==> src/rtl/piso_tx_if.sv <==
// Parallel word handshake into the serial transmitter.
// The source drives din/din_valid and the transmitter answers with din_ready.
interface piso_tx_if #(
  parameter int DATA_WIDTH = 4
);
  logic [DATA_WIDTH-1:0] din;
  logic                  din_valid;
  logic                  din_ready;

  modport master (
    output din,
    output din_valid,
    input  din_ready
  );

  modport slave (
    input  din,
    input  din_valid,
    output din_ready
  );
endinterface

==> src/rtl/piso_tx.sv <==
// Parallel-in serial-out framer: start bit, LSB-first data, stop bit.
// Bit timing comes from a clock-enable divider, not a derived clock.
module piso_tx #(
  parameter int DATA_WIDTH = 4,
  parameter int DIV_MAX    = 33554431
) (
  input  logic   clk,
  input  logic   reset,
  piso_tx_if.slave tx,
  output logic   sout,
  output logic   busy,
  output logic   done
);

  localparam int DW = (DIV_MAX > 0) ? $clog2(DIV_MAX + 1) : 1;
  localparam int CW = $clog2(DATA_WIDTH + 1);
  localparam logic [DW-1:0] DIV_TOP  = DW'(DIV_MAX);
  localparam logic [CW-1:0] LAST_BIT = CW'(DATA_WIDTH - 1);

  typedef enum logic [1:0] {
    IDLE,
    START,
    DATA,
    STOP
  } state_t;

  state_t                state, state_nx;
  logic [DATA_WIDTH-1:0] shreg, shreg_nx;
  logic [CW-1:0]         cnt, cnt_nx;
  logic [DW-1:0]         div, div_nx;
  logic                  sout_nx;
  logic                  busy_nx;
  logic                  done_nx;
  logic                  tick;

  assign tx.din_ready = (state == IDLE);
  assign tick = (state != IDLE) && (div == DIV_TOP);

  // State, datapath and registered outputs
  always_ff @(posedge clk) begin
    if (reset) begin
      state <= IDLE;
      shreg <= '0;
      cnt   <= '0;
      div   <= '0;
      sout  <= 1'b1;
      busy  <= 1'b0;
      done  <= 1'b0;
    end else begin
      state <= state_nx;
      shreg <= shreg_nx;
      cnt   <= cnt_nx;
      div   <= div_nx;
      sout  <= sout_nx;
      busy  <= busy_nx;
      done  <= done_nx;
    end
  end

  // Next state; sout is derived from the next state so it
  // switches on the same edge as the state itself
  always_comb begin
    state_nx = state;
    shreg_nx = shreg;
    cnt_nx   = cnt;
    div_nx   = '0;
    done_nx  = 1'b0;

    if (state != IDLE) begin
      div_nx = tick ? '0 : div + DW'(1);
    end

    unique case (state)
      IDLE: begin
        if (tx.din_valid) begin
          shreg_nx = tx.din;
          cnt_nx   = '0;
          state_nx = START;
        end
      end
      START: begin
        if (tick) begin
          state_nx = DATA;
        end
      end
      DATA: begin
        if (tick) begin
          shreg_nx = shreg >> 1;
          cnt_nx   = cnt + CW'(1);
          if (cnt == LAST_BIT) begin
            state_nx = STOP;
          end
        end
      end
      STOP: begin
        if (tick) begin
          state_nx = IDLE;
          done_nx  = 1'b1;
        end
      end
      default: state_nx = IDLE;
    endcase

    busy_nx = (state_nx != IDLE);
    sout_nx = 1'b1;
    if (state_nx == START) begin
      sout_nx = 1'b0;
    end else if (state_nx == DATA) begin
      sout_nx = shreg_nx[0];
    end
  end

endmodule

==> src/flat_wrapper.sv <==
// flat-port wrapper written by rule: the top's interface ports become plain ports
module piso_tx_flat 
#(
  parameter int DATA_WIDTH = 4,
  parameter int DIV_MAX    = 33554431
)
  (clk, reset, sout, busy, done, tx_din, tx_din_valid, tx_din_ready);
  piso_tx_if #(.DATA_WIDTH(DATA_WIDTH)) tx_i ();
  input  logic clk;
  input  logic reset;
  output logic sout;
  output logic busy;
  output logic done;
  input wire logic [$bits(tx_i.din)-1:0] tx_din;
  input wire logic [$bits(tx_i.din_valid)-1:0] tx_din_valid;
  output wire logic [$bits(tx_i.din_ready)-1:0] tx_din_ready;
  assign tx_i.din = tx_din;
  assign tx_i.din_valid = tx_din_valid;
  assign tx_din_ready = tx_i.din_ready;
  piso_tx #(.DATA_WIDTH(DATA_WIDTH), .DIV_MAX(DIV_MAX)) u_core (.clk(clk), .reset(reset), .tx(tx_i), .sout(sout), .busy(busy), .done(done));
endmodule
==> config.mk <==
export PLATFORM = sky130hd
export DESIGN_NAME = piso_tx_flat
export DESIGN_NICKNAME = d
export VERILOG_FILES = /design/src/rtl/piso_tx_if.sv /design/src/rtl/piso_tx.sv /design/src/flat_wrapper.sv
export SDC_FILE = /design/constraint.sdc
export NUM_CORES = 1
export LEC_CHECK = 0
export CAP_MARGIN = 20
export CORE_UTILIZATION = 35
export CTS_CLUSTER_SIZE = 28
export DETAILED_ROUTE_END_ITERATION = 6
export GPL_TIMING_DRIVEN = 1
export PLACE_DENSITY = 0.51
export SLEW_MARGIN = 5
export SYNTH_ARGS = -nofsm -noshare
export SYNTH_HDL_FRONTEND = slang
export SYNTH_SLANG_ARGS = --single-unit
==> constraint.sdc <==
create_clock -name clk -period 1.7 [get_ports clk]
set_input_delay 0.34 -clock clk [delete_from_list [all_inputs] [get_ports clk]]
set_output_delay 0.34 -clock clk [all_outputs]
set_load 0.02 [all_outputs]
==> metrics <==
outcome completed; Crit Path Max Fanout 12; GR Util All Layers 15.7%; post-detail-place hpwl 2.67 mm; CP startpoint kind register; die area 5350 um^2; Synth Flop Type dfxtp_1; Relative slew margins 74.7%; commonest non-fill, non-tap cell in the layout nor2_1; RSZ-0062 raised after global routing yes; PortBufs 10; # diodes 0; Routed Antenna Nets 0; clock skew 0.00805 ns; drt first pass iters 4; Final Hold Vio Count 0; Core Rows 25; Syn Std Cell Area 1770 um^2; Worst Hold Class reg -> reg; drt drc 0; largest net degree at the start of global routing 26; async set-reset flop share out of synthesis 0%; first-pass GRT wire length 6.33 mm; Final setup violation count 0; crit path capture type register; Worst EP required 1.88 ns; #FFs+latches synth 37; H-tree depth 2; fin crit period 1.65 ns; Die Width 73.2 um; Clock Pin Slew Worst Setup and Hold Paths 0.08 ns; synthesis-to-finish area growth 36.2%; Peak VDD IR 0.000471 V; PwrDens 748 nW/um^2; Cells after DPL 313; critical path arrival 1.83 ns; fill count 467; DR vias 1525; FMAX 606 MHz; die height 73.2 um; CTS Hold Bufs 0; Tcrit/Tclk final 97.0%; max-cap violation count 0; kind of critical path reg -> reg; number of buffers created by CTS 5; Initial DRC Count 35; vias in the first global route 1409; Root Driver clkbuf_8; clk sink count 37; warnings from Yosys 0; EDFF count, synth 0; Seq/Total Area, Yosys 41.8%; initial antenna violation count 0; worst slew pin tran 0.376 ns; Core Region 4790 um^2; unique cell type count in the Yosys netlist 29; commonest cells after routing, fill and taps aside 37 x nor2_1, 33 x buf_4, 31 x dfxtp_1; Final Net Count 270; syn avg cell area 8.25 um^2; CTS tree done; layout cells sized above 1 26.1%; Lkg Pwr 0.917 nW; Starting Density 37.0%; CTS max path bufs 2; Core Util, Final 50.5%; Boundary Pins 11; final WL 3.82 mm; clk_lat worst skew 0.29 ns; Post-Syn Instances 215; syn_nets 225; global placer's final weighted congestion 0.738; Slew Limit Fails 0; vias per inst 4.65; final non-filler cell total 328; DR WL/cell 11.7 um; total global routing overflow 0
report_power, final:
group          switching [mW]  internal, mW  leakage [nW]
sequential            0.00853         0.879         0.303
clock                   0.323         0.477        0.0574
combinational          0.0560        0.0623         0.557
total                   0.387          1.42         0.917
final timing paths:
path         slack [ns]       startpoint  cells after the start               to
min reg2reg        0.47  u_core.shreg[3]                      2  u_core.shreg[3]
min                0.47  u_core.shreg[3]                      2  u_core.shreg[3]
max reg2reg        0.05    u_core.div[0]                      7   u_core.div[13]
max                0.05    u_core.div[0]                      7   u_core.div[13]
final cells by class:
class	instances	area, um^2	share of cell area (%)
clock buffers	6	82.6	3.42
inverters	7	26.3	1.09
multi-input cells	162	1010	42.0
flip-flops and latches	37	748	31.0
repair buffers	47	423	17.5
clock inverters	2	37.5	1.55
well taps	67	83.8	3.47
state kept, by name, summed over array words and instances (netlist names):
| signal | cells |
|---|---|
| u_core.done | 1 |
| u_core.busy | 1 |
| u_core.state | 2 |
| u_core.sout | 1 |
| u_core.shreg | 4 |
| u_core.div | 25 |
| u_core.cnt | 3 |
stage by stage:
step           setup TNS (ns)  cell area, um^2  total power, mW  hold WS [ns]  worst slack [ns]
2_1_floorplan               0             1810            0.967         0.425           0.00110
3_3_place_gp                0             2170             1.02         0.455            0.0202
3_5_place_dp          -0.0223             2170             1.02         0.463          -0.00904
4_1_cts                     0             2300             1.83         0.475            0.0182
5_1_grt                -0.705             2410             1.88         0.487           -0.0402
6_report                    0             2410             1.81         0.467            0.0508
repair_timing:
action	CTS	global route
hold endpoints to repair	0	0
buffers inserted	0	6
pin swaps	0	5
endpoints found under the setup margin	5	23
gates resized for setup	3	9
cloned	0	1
routing by layer:
layer | global-route usage [%] | vias to the layer above | share of wire (%)
met5 | 0 | - | 0
met4 | 7.19 | 0 | 1.6
met3 | 3.73 | 5 | 2.4
met2 | 22.9 | 12 | 44
met1 | 21.6 | 687 | 52
li1 | - | 821 | -
worst max-delay path, cell delays in order, from the launching register on:
cell and delay (ns):
dfxtp_2 0.36, ha_4 0.15, nand4_4 0.15, nor4_4 0.32, and2_4 0.20, or3_4 0.15, clkbuf_16 0.17, nor2_1 0.04
kinds of logic (layout without fill, tap and decap cells):
kind of cell             after synthesis  after routing  share of synthesized area (%)
adder cells (fa/ha/maj)                3              3                           2.12
buffers and inverters                 16             62                           4.80
AND/OR/NAND/NOR                      121            121                           34.9
multiplexers                           1              1                          0.565
AO/OA/AOI/OAI                         14             14                           4.52
XOR/XNOR                              23             23                           11.4
flip-flops                            37             37                           41.8
synthesized netlist by cell type (all sizes together), types with 5 or more instances:
cell type	count	share of area, %
a21oi	10	2.8
and3	5	1.8
buf	5	2.5
dfxtp	37	42
inv	7	1.5
nand2	16	3.4
nand3	27	7.6
nand4	7	3.2
nor2	37	7.8
nor3	8	2.3
nor4	6	3.0
or2	5	1.8
xnor2	14	6.9
xor2	9	4.4
No activity file was read; power rests on OpenSTA's default activity.
